===== src/rtl/instruction_dispatcher.sv =====
// instruction_dispatcher: front end of the memory controller. Takes 32-bit
// instruction words from the HPS bridge, validates them, tracks the zoom level,
// runs the enable/done handshake with the controller and reports status.
//
// Handshakes:
//   instr_valid/instr_ready - a word transfers on the rising edge where both are
//   high; instr_ready stays low from that edge until the cycle after cmd_done,
//   and instr_valid offered meanwhile is ignored.
//   mc_enable/mc_done - mc_enable pulses for one cycle only while mc_done is
//   high; the controller acknowledges by dropping mc_done, and completion is
//   mc_done rising again.
module instruction_dispatcher #(
    parameter int         MAX_ADDR    = 76799,
    parameter int         ACK_TIMEOUT = 8,
    parameter logic [2:0] ZOOM_RESET  = 3'b010,
    parameter logic [2:0] ZOOM_MAX    = 3'b100,
    parameter logic [2:0] ZOOM_MIN    = 3'b000
) (
    input  logic        clock,
    input  logic        reset_n,
    input  logic [31:0] instr,
    input  logic        instr_valid,
    output logic        instr_ready,
    output logic [2:0]  mc_operation,
    output logic [16:0] mc_addr_base,
    output logic [7:0]  mc_color,
    output logic        mc_enable,
    output logic [2:0]  mc_zoom,
    input  logic        mc_done,
    input  logic [7:0]  mc_color_rd,
    output logic [7:0]  rd_data,
    output logic        cmd_done,
    output logic        busy,
    output logic        error,
    output logic [1:0]  error_code,
    output logic [2:0]  state_dbg
);

    typedef enum logic [2:0] {
        S_IDLE      = 3'd0,
        S_DECODE    = 3'd1,
        S_ISSUE     = 3'd2,
        S_WAIT_ACK  = 3'd3,
        S_WAIT_DONE = 3'd4,
        S_COMPLETE  = 3'd5
    } state_t;

    localparam logic [2:0] OP_NOP   = 3'b000;
    localparam logic [2:0] OP_READ  = 3'b001;
    localparam logic [2:0] OP_WRITE = 3'b010;
    localparam logic [2:0] OP_NHI   = 3'b011;
    localparam logic [2:0] OP_PR    = 3'b100;
    localparam logic [2:0] OP_NH    = 3'b101;
    localparam logic [2:0] OP_BA    = 3'b110;
    localparam logic [2:0] OP_ILL   = 3'b111;

    localparam logic [1:0] ERR_NONE    = 2'b00;
    localparam logic [1:0] ERR_OPCODE  = 2'b01;
    localparam logic [1:0] ERR_RANGE   = 2'b10;
    localparam logic [1:0] ERR_TIMEOUT = 2'b11;

    localparam int              CNT_W      = $clog2(ACK_TIMEOUT + 1);
    localparam logic [CNT_W-1:0] ACK_LAST  = CNT_W'(ACK_TIMEOUT - 1);
    localparam logic [16:0]     MAX_ADDR_V = 17'(MAX_ADDR);

    state_t            state_q, state_d;
    logic [27:0]       instr_q, instr_d;
    logic [CNT_W-1:0]  ack_cnt_q, ack_cnt_d;
    logic              instr_ready_q, instr_ready_d;
    logic [2:0]        mc_operation_q, mc_operation_d;
    logic [16:0]       mc_addr_base_q, mc_addr_base_d;
    logic [7:0]        mc_color_q, mc_color_d;
    logic [2:0]        mc_zoom_q, mc_zoom_d;
    logic [7:0]        rd_data_q, rd_data_d;
    logic              cmd_done_q, cmd_done_d;
    logic              busy_q, busy_d;
    logic              error_q, error_d;
    logic [1:0]        error_code_q, error_code_d;
    logic              mc_enable_c;

    // Bits [31:28] of the instruction word carry nothing.
    logic unused_instr_bits;
    assign unused_instr_bits = ^instr[31:28];

    // Fields of the latched instruction and the decode-time checks on them.
    logic [2:0]  op;
    logic [16:0] addr;
    logic [7:0]  color;
    logic        is_rw, is_zin, is_zout, range_bad, reject, take;

    assign op        = instr_q[2:0];
    assign addr      = instr_q[19:3];
    assign color     = instr_q[27:20];
    assign is_rw     = (op == OP_READ) || (op == OP_WRITE);
    assign is_zin    = (op == OP_NHI) || (op == OP_PR);
    assign is_zout   = (op == OP_NH) || (op == OP_BA);
    assign range_bad = (is_rw && (addr > MAX_ADDR_V)) ||
                       (is_zin && (mc_zoom_q == ZOOM_MAX)) ||
                       (is_zout && (mc_zoom_q == ZOOM_MIN));
    assign reject    = (op == OP_ILL) || range_bad;
    assign take      = instr_valid && instr_ready_q;

    // State register.
    always_ff @(posedge clock or negedge reset_n) begin
        if (!reset_n) begin
            state_q <= S_IDLE;
        end else begin
            state_q <= state_d;
        end
    end

    // Next-state logic.
    always_comb begin
        state_d = state_q;
        case (state_q)
            S_IDLE: begin
                if (take) state_d = S_DECODE;
            end
            S_DECODE: begin
                if (reject || (op == OP_NOP)) state_d = S_COMPLETE;
                else                          state_d = S_ISSUE;
            end
            S_ISSUE: begin
                if (mc_done) state_d = S_WAIT_ACK;
            end
            S_WAIT_ACK: begin
                if (!mc_done)                   state_d = S_WAIT_DONE;
                else if (ack_cnt_q == ACK_LAST) state_d = S_COMPLETE;
            end
            S_WAIT_DONE: begin
                if (mc_done) state_d = S_COMPLETE;
            end
            S_COMPLETE: begin
                state_d = S_IDLE;
            end
            default: state_d = S_IDLE;
        endcase
    end

    // Output and datapath next values; busy/instr_ready release the cycle after cmd_done.
    always_comb begin
        instr_d        = instr_q;
        ack_cnt_d      = ack_cnt_q;
        instr_ready_d  = instr_ready_q;
        mc_operation_d = mc_operation_q;
        mc_addr_base_d = mc_addr_base_q;
        mc_color_d     = mc_color_q;
        mc_zoom_d      = mc_zoom_q;
        rd_data_d      = rd_data_q;
        cmd_done_d     = 1'b0;
        busy_d         = busy_q;
        error_d        = error_q;
        error_code_d   = error_code_q;
        mc_enable_c    = 1'b0;

        if (cmd_done_q) begin
            busy_d        = 1'b0;
            instr_ready_d = 1'b1;
        end

        case (state_q)
            S_IDLE: begin
                if (take) begin
                    instr_d       = instr[27:0];
                    error_d       = 1'b0;
                    error_code_d  = ERR_NONE;
                    busy_d        = 1'b1;
                    instr_ready_d = 1'b0;
                end
            end
            S_DECODE: begin
                if (op == OP_ILL) begin
                    error_d      = 1'b1;
                    error_code_d = ERR_OPCODE;
                end else if (range_bad) begin
                    error_d      = 1'b1;
                    error_code_d = ERR_RANGE;
                end else if (op != OP_NOP) begin
                    mc_operation_d = op;
                    mc_addr_base_d = addr;
                    mc_color_d     = color;
                end
            end
            S_ISSUE: begin
                if (mc_done) begin
                    mc_enable_c = 1'b1;
                    ack_cnt_d   = '0;
                end
            end
            S_WAIT_ACK: begin
                if (mc_done) begin
                    if (ack_cnt_q == ACK_LAST) begin
                        error_d      = 1'b1;
                        error_code_d = ERR_TIMEOUT;
                    end else begin
                        ack_cnt_d = ack_cnt_q + 1'b1;
                    end
                end
            end
            S_WAIT_DONE: begin
                if (mc_done) begin
                    if (op == OP_READ) rd_data_d = mc_color_rd;
                    if (is_zin)        mc_zoom_d = mc_zoom_q + 3'd1;
                    if (is_zout)       mc_zoom_d = mc_zoom_q - 3'd1;
                end
            end
            S_COMPLETE: begin
                cmd_done_d = 1'b1;
            end
            default: ;
        endcase
    end

    // Datapath and status registers.
    always_ff @(posedge clock or negedge reset_n) begin
        if (!reset_n) begin
            instr_q        <= '0;
            ack_cnt_q      <= '0;
            instr_ready_q  <= 1'b1;
            mc_operation_q <= '0;
            mc_addr_base_q <= '0;
            mc_color_q     <= '0;
            mc_zoom_q      <= ZOOM_RESET;
            rd_data_q      <= '0;
            cmd_done_q     <= 1'b0;
            busy_q         <= 1'b0;
            error_q        <= 1'b0;
            error_code_q   <= ERR_NONE;
        end else begin
            instr_q        <= instr_d;
            ack_cnt_q      <= ack_cnt_d;
            instr_ready_q  <= instr_ready_d;
            mc_operation_q <= mc_operation_d;
            mc_addr_base_q <= mc_addr_base_d;
            mc_color_q     <= mc_color_d;
            mc_zoom_q      <= mc_zoom_d;
            rd_data_q      <= rd_data_d;
            cmd_done_q     <= cmd_done_d;
            busy_q         <= busy_d;
            error_q        <= error_d;
            error_code_q   <= error_code_d;
        end
    end

    assign instr_ready  = instr_ready_q;
    assign mc_operation = mc_operation_q;
    assign mc_addr_base = mc_addr_base_q;
    assign mc_color     = mc_color_q;
    assign mc_enable    = mc_enable_c;
    assign mc_zoom      = mc_zoom_q;
    assign rd_data      = rd_data_q;
    assign cmd_done     = cmd_done_q;
    assign busy         = busy_q;
    assign error        = error_q;
    assign error_code   = error_code_q;
    assign state_dbg    = state_q;

endmodule


===== config.mk =====
export PLATFORM = sky130hd
export DESIGN_NAME = instruction_dispatcher
export DESIGN_NICKNAME = d
export VERILOG_FILES = /design/src/rtl/instruction_dispatcher.sv
export SDC_FILE = /design/constraint.sdc
export NUM_CORES = 1
export LEC_CHECK = 0
export CAP_MARGIN = 10
export CORE_ASPECT_RATIO = 0.75
export CORE_UTILIZATION = 47
export DETAILED_ROUTE_END_ITERATION = 10
export GPL_TIMING_DRIVEN = 0
export HOLD_SLACK_MARGIN = 0.02
export PLACE_DENSITY = 0.81
export REMOVE_ABC_BUFFERS = 1
export SYNTH_ARGS = -nofsm -noshare
export SYNTH_HDL_FRONTEND = slang
export SYNTH_SLANG_ARGS = --single-unit

===== constraint.sdc =====
create_clock -name clock -period 2.82 [get_ports clock]
set_input_delay 0.846 -clock clock [delete_from_list [all_inputs] [get_ports clock]]
set_output_delay 0.846 -clock clock [all_outputs]
set_load 0.03 [all_outputs]

### After elaboration in Yosys (flattened, before gate mapping)

Index checks and enable logic that the tools add are counted.

| word-level totals | value |
|---|---|
| bits in registers | 80 |
| input port bits | 44 |
| output and inout port bits | 49 |
| word-level logic and storage cells | 100 |

| cells by class | value |
|---|---|
| $add $sub $neg | 3 |
| order comparisons | 1 |
| equal/unequal tests | 22 |
| muxes and demuxes | 34 |
| bitwise gates (word level) | 2 |
| reduce and logical (&&, ||, !) cells | 25 |

Operator list:

| cell | number |
|---|---|
| two-way mux 3 bit | 8 |
| equality test 3 bit, second input constant | 7 |
| > comparator 17 bit, second input constant | 1 |
| one-hot mux 3 bit (5 select lines) | 1 |
| two-way mux 1 bit | 14 |
| equality test 3 x 2 -> 1 bit, second input constant | 4 |
| two-way mux 4 bit | 3 |
| inequality test 2 bit, second input constant | 6 |
| AND reduction 4 bit | 3 |
| two-way mux 2 bit | 5 |
| zero test 3 bit | 3 |
| one-hot mux 4 bit (2 select lines) | 1 |
| logical OR 1 bit | 7 |
| equality test 3 x 1 -> 1 bit, second input constant | 2 |
| inequality test 3 bit, second input constant | 2 |
| one-hot mux 2 bit (3 select lines) | 1 |
| AND reduction 3 bit | 2 |
| nonzero test 3 bit | 2 |
| AND reduction 5 bit | 1 |
| adder 4 x 1 -> 4 bit, second input constant | 1 |
| equality test 4 x 3 -> 1 bit, second input constant | 1 |
| logical AND 1 bit | 4 |
| nonzero test 2 bit | 2 |
| adder 3 x 1 -> 3 bit, second input constant | 1 |
| other kinds (4) | 5 |

### Longest topological paths before layout

Gate-level depths: netlist (run 1).

| depth | value |
|---|---|
| word-level depth | 9 |
| depth in mapped cells | 9 |
| mapped depth without buffers | 7 |

### Least setup slack after synthesis (run 1)

No wires, ideal clock.

| timing | value |
|---|---|
| kind | input port to output port |
| start | in mc_done |
| end | out mc_enable |
| arrival | 1.684 ns |
| data required time | 1.974 ns |
| path slack | 0.290 ns |
| stages | 3 |
| buffers on the path | 1 |
| cells stage by stage | clkbuf_1 nand2_1 nor2_1 |

| between the ends | value |
|---|---|
| cells in the longest elaborated chain, start to end | 2 |

RTL lines:

| what | line | source |
|---|---|---|
| from (decl) | 29 | `input logic mc_done,` |
| two-way mux 1 bit | 185 | `if (mc_done) begin` |
| two-way mux 1 bit | 161 | `case (state_q)` |
| to (decl) | 27 | `output logic mc_enable,` |

Every way passes these cells.

### Worst setup path in the final report (run 1)

| timing | value |
|---|---|
| start | reg state_q[0], in the netlist state_dbg[0] |
| end | out state_dbg[0] |

RTL lines:

| what | line | source |
|---|---|---|
| from (decl) | 66 | `state_t state_q, state_d;` |
| from (signal assigned) | 108 | `state_q <= state_d;` |
| to (decl) | 36 | `output logic [2:0] state_dbg` |

No word-level cell between the ends.

==> results of run 1 <==
## synthesized netlist by cell type (all sizes together) (4+ instances only)
master,instances
dfrtp,78
mux2,63
nand2,14
nor2,14
clkbuf,8
o21ai,8
a22o,7
nand3,6
buf,5
a21oi,4
nor2b,4
xnor2,4
## layout make-up
type / instances / share of cell area, %
Sequential cell: 80 / 43.9
Multi-Input combinational cell: 158 / 29.6
Timing Repair Buffer: 89 / 19.6
Clock buffer: 12 / 2.96
Tap cell: 98 / 2.69
Clock inverter: 4 / 0.987
Inverter: 3 / 0.247
## final timing paths
path	start	to	slack [ns]
worst min register to register	busy	busy	0.49
worst min-delay path	reset_n	mc_addr_base[5]	0.47
max in group asynchronous	reset_n	mc_operation[2]	1.76
min in group clock	busy	busy	0.49
worst max register to register	instr_q[13]	mc_color[5]	0.45
worst max-delay path	state_dbg[0]	state_dbg[0]	0.19
## sequential cells by signal, indices dropped and copies added, names as in the netlist
signal	count
instr_q	28
mc_addr_base	17
mc_color	8
rd_data	8
ack_cnt_q	4
mc_operation	3
mc_zoom	3
state_dbg	3
error_code	2
busy	1
cmd_done	1
error	1
instr_ready	1
## kinds of logic (layout without fill, tap and decap cells)
family | count (synthesis) | after routing | share of synthesized area [%]
AOI/OAI and AO/OA | 32 | 32 | 6.99
buffers and inverters | 16 | 108 | 2.30
and+or+nand+nor | 55 | 55 | 8.20
adders and majority gates | 2 | 2 | 0.951
DFF | 80 | 80 | 58.6
muxes | 63 | 63 | 21.4
xor gates and xnor gates | 6 | 6 | 1.54
## power groups by stage
| stage | Clock (uW) | Sequential (uW) | Combinational [uW] |
|---|---|---|---|
| after floorplan | 0 | 2750 | 1190 |
| after global placement | 0 | 2170 | 2740 |
| after detailed placement | 0 | 2200 | 2810 |
| after CTS | 814 | 2190 | 2820 |
| after global routing | 863 | 2280 | 2990 |
| final | 785 | 2190 | 2790 |
## stage by stage
step                      cells  cell area [sq um]  hold WS (ns)  total power (uW)
final                       444               4570         0.465              5760
after global routing        444               4570         0.483              6130
after CTS                   444               4560         0.469              5820
after detailed placement    428               4380         0.479              5010
after global placement      427               4360         0.459              4910
after floorplan             241               3350         0.477              3940
## layer usage
layer  GRT usage (%)  vias to the layer above  routed length, um
met5               0                        -                  0
met4            7.73                        0                 94
met1            25.9                     1138               3040
met2            30.7                       63               3200
met3            6.70                        9                419
li1                -                     1081                  -
## repair_timing
item / 4_1_cts / 5_1_grt
setup endpoints to repair: 1 / 7
cloned: 0 / 0
resized for setup: 4 / 5
setup buffers: 0 / 0
==> impl_metrics.toml, run 1 <==
[sta]
setup-violations-final = 0
timing.setup.tns_ns = 0
skew_ns = 0.00673
setup_slack_ns = 0.187
rsz0062_at_grt = "no"
hold_viol_final = 0
maxSlewViolCount = 0
post-route-period-util_pct = 93.4
min_period_ns = 2.63
worstMarginPinSlew_ns = 0.894
fmax_mhz = 380
slew_headroom_pct = 40.3

[routing]
avgViaCountPerCell = 5.16
vias = 2291
wl_mm = 6.75
first_pass_iters = 4
routedWlPerCell_um = 15.2
route.detailed.drc = 0
drt_iter0_drc = 53
ant_nets = 0

[clock_network]
clk_pin_slew_worst_paths_ns = 0.07
h-tree-depth = 3
cts_buffers = 9
clk_latency_ns = 0.35
cts_tree = "yes"
ctsHoldBuffers = 0
clock_sink_count = 80
cts_root_buf = "clkbuf_8"
cts_buffer_depth = 2

[synthesis]
ys_seq_elements = 80
synth-seq-area-share_pct = 58.6
syn-mean-instance-area_sq_um = 13.5
ys.flop_type = "dfrtp_1"
yosys.cell_types.count = 39
synth_edf_count = 0
ys_top_cells_by_area = "dfrtp_1 (57%), mux2_2 (19%), mux2_4 (2.6%)"
synthCells = 254
ys.warnings.count = 0
netlist.area_leader.share_pct = 57.1
syn_area_sq_mm = 0.00342
async_reset_ff_share_pct = 100
synth.largest_area_cell = "dfrtp_1"

[floorplan]
die-area_sq_mm = 0.00762
pin_count = 93
die_w_um = 100
core_sq_mm = 0.00693
start_util_pct = 49.3
num_rows = 26
die_h_um = 75.9

[grt]
grt_remaining_overflow = 0
grt_max_degree = 44
grt_use_total_pct = 19.7
grt_pass1_vias = 2242
grt_pass1_wl_mm = 11.1
grt_antenna_before_repair = 0

[setup_path]
crit_family = "buffers and inverters"
worst-path-stages = 1
slowest_stage = "clkdlybuf4s50_1"
reg2regPathDepth = 6
critPathKind = "reg2out"
cp_max_fo = 15
cp-end-kind = "output port"
worstPathRequired_ns = 1.97
critical-path-max-stage-delay_ns = 0.77
crit_chain = "clkdlybuf4s50_1"
worstPathArrival_ns = 1.79
start_kind = "flip-flop"
cp.buffers_inverters = 1

[cells_and_area]
syn_to_final_growth_pct = 33.5
finalNetCount = 387
drive_above_1_share_pct = 26.0
multiInputGateArea_sq_mm = 0.00135
fin_util_pct = 65.9
layout_commonest_cell = "clkdlybuf4s50_1"
final_cell_mix = "clkdlybuf4s50_1 (85), dfrtp_1 (77), mux2_2 (57)"
antennaDiodeCount = 0
fill_cells = 560
ff_latch_area_sq_mm = 0.00201

[power]
switchingPower_uw = 2230
combPwrFrac_pct = 48.4
power_density_mw_per_mm2 = 1260
clockPowerShare_pct = 13.6
switching_share_pct = 38.8
seqPwrFrac_pct = 38.0
p_int_uw = 3530
max-vdd-ir-drop_mv = 0.535
leakage_uw = 0.00196

[worst_hold_path]
min_path_type = "in2async"

[run]
drv_cap = 0

[placement]
placement.io_buffers = 88
dp_worst_setup_slack_ns = -0.572
dpl.hpwl_mm = 4.75
gp_congestion = 0.751

[run_status]
outcome = "finished clean"
Note: power is estimated with default switching activity, not from simulation.
==> run 2, diff against run 1 <==
clock period = 2.7 ns   (was 2.82 ns; I/O delays follow)
==> results of run 2 <==
Same layout as run 1 (identical final DEF). Status: finished clean.
Main changes from that run: setup slack after placement -0.572 ns -> -0.620 ns; number of gates resized after CTS 4 -> 5; setup slack after layout 0.187 ns -> 0.103 ns; hold slack 0.465 ns -> 0.429 ns; register-to-register setup slack 0.45 ns -> 0.33 ns; total power 5760 uW -> 6010 uW; worst IR drop on VDD 0.535 mV -> 0.559 mV
==> run 3, diff against run 2 <==
PLACE_DENSITY = unset   (was 0.81)
PLACE_DENSITY_LB_ADDON = 0.15   (was unset)
RECOVER_POWER = 50   (was unset)
==> run 3 against run 2 <==
Worst hold slack gained 0.036 ns. Setup slack gained 0.0035 ns. Sequential cell count is the same. Register-to-register slack lost 0.06 ns. Die area is the same. Clock skew is essentially flat. Sequential power is essentially flat. Final cell count shrank 0.45%. Clock power is essentially flat. Critical path type is now in2out.
==> impl_metrics.toml, run 3 (same netlist as run 1, synthesis figures left out) <==
[cells_and_area]
stdcell_count = 442
fin_util_pct = 65.7
largest_reg_flops = 28
finalNetCount = 387
final_cell_mix = "clkdlybuf4s50_1 (83), dfrtp_1 (77), mux2_2 (57)"
drive_above_1_share_pct = 25.9
layout_commonest_cell = "clkdlybuf4s50_1"
syn_to_final_growth_pct = 33.1
regMostFlops = "instr_q"
antennaDiodeCount = 0

[placement]
placement.io_buffers = 88
gp_congestion = 0.741
dp_cells = 428
dpl.hpwl_mm = 4.63
dp_worst_setup_slack_ns = -0.610

[grt]
grt_use_total_pct = 19.7
grt_pass1_vias = 2261
grt_remaining_overflow = 0
grt_antenna_before_repair = 0
grt_max_degree = 69
grt_pass1_wl_mm = 11.0

[setup_path]
cp-end-kind = "output port"
worstPathArrival_ns = 1.78
cp_max_fo = 9
critPathKind = "in2out"
start_kind = "input port"
worstPathRequired_ns = 1.89

[routing]
first_pass_iters = 4
routedWlPerCell_um = 15.0
wl_mm = 6.62
drt_iter0_drc = 63
met1_length_mm = 2.95
top_layer_used = "met4"
route.detailed.drc = 0
vias = 2267
route.met3.wl_um = 540
wl_met2_mm = 3.07
avgViaCountPerCell = 5.13
ant_nets = 0

[clock_network]
clock_sink_count = 80
cts_tree = "yes"
cts_root_buf = "clkbuf_8"
clk_pin_slew_worst_paths_ns = 0.07
cts_buffer_depth = 2
clk_latency_ns = 0.35
cts_buffers = 9
h-tree-depth = 3

[sta]
maxSlewViolCount = 0
post-route-period-util_pct = 96.1
skew_ns = 0.00701
worstMarginPinSlew_ns = 0.904
setup_slack_ns = 0.107
rsz0062_at_grt = "no"
hold_viol_final = 0
min_period_ns = 2.59
slew_headroom_pct = 39.6
fmax_mhz = 386
setup-violations-final = 0

[run]
drv_cap = 0

[power]
power_density_mw_per_mm2 = 1320
leakage_uw = 0.00194
max-vdd-ir-drop_mv = 0.580

[floorplan]
pin_count = 93
start_util_pct = 49.3
die-area_sq_mm = 0.00762
die_w_um = 100
num_rows = 26
die_h_um = 75.9
core_sq_mm = 0.00693

[run_status]
outcome = "finished clean"

[worst_hold_path]
min_path_type = "in2async"
-- run 3: layout make-up --
class	instances	area, sq um
fillers	554	2380
clock inverters	4	47.5
multi-input cells	158	1350
inverters	3	11.3
well taps	98	123
repair buffers	89	882
clock buffers	10	128
flip-flops and latches	80	2010
-- run 3: through the flow --
stage	instance area (sq um)	hold slack (ns)	power, uW	setup TNS, ns
6_report	4550	0.465	5990	0
5_1_grt	4550	0.512	6380	0
4_1_cts	4570	0.297	6070	0
3_5_place_dp	4390	0.466	5230	-0.612
3_3_place_gp	4360	0.458	5130	-198.86
2_1_floorplan	3350	0.477	4110	-0.461
-- run 3: path summary, 6_finish.rpt --
path | from | slack, ns | depth (start not counted) | to
setup / recovery | mc_done | 0.11 | 4 | mc_enable
hold / removal | reset_n | 0.46 | 1 | mc_addr_base[3]
setup reg to reg | instr_q[13] | 0.27 | 6 | mc_addr_base[1]
hold reg to reg | busy | 0.48 | 1 | busy
max in group asynchronous | reset_n | 0.83 | 2 | state_dbg[2]
min in group clock | busy | 0.48 | 1 | busy
-- run 3: critical path: stages --
cell	delay, ns
dlygate4sd2_1	0.39
nand2_2	0.16
nor2_1	0.12
clkdlybuf4s15_2	0.30
-- run 3: power by group --
group	switching, uW	internal (uW)	leakage (uW)
combinational	1450	1450	0.000877
sequential	476	1800	0.000978
clock	403	414	0.0000880
-- run 3: per-layer routing --
metal,vias to the layer above,global-route usage (%)
met2,63,30.3
li1,1076,-
met5,-,0
met3,5,9.63
met4,0,5.31
met1,1123,25.1
-- run 3: what timing repair did --
item | CTS | global route
setup endpoints to repair | 2 | 1
cloned | 0 | 0
hold buffers | 0 | 0
setup buffers | 0 | 0
gates resized for setup | 6 | 2
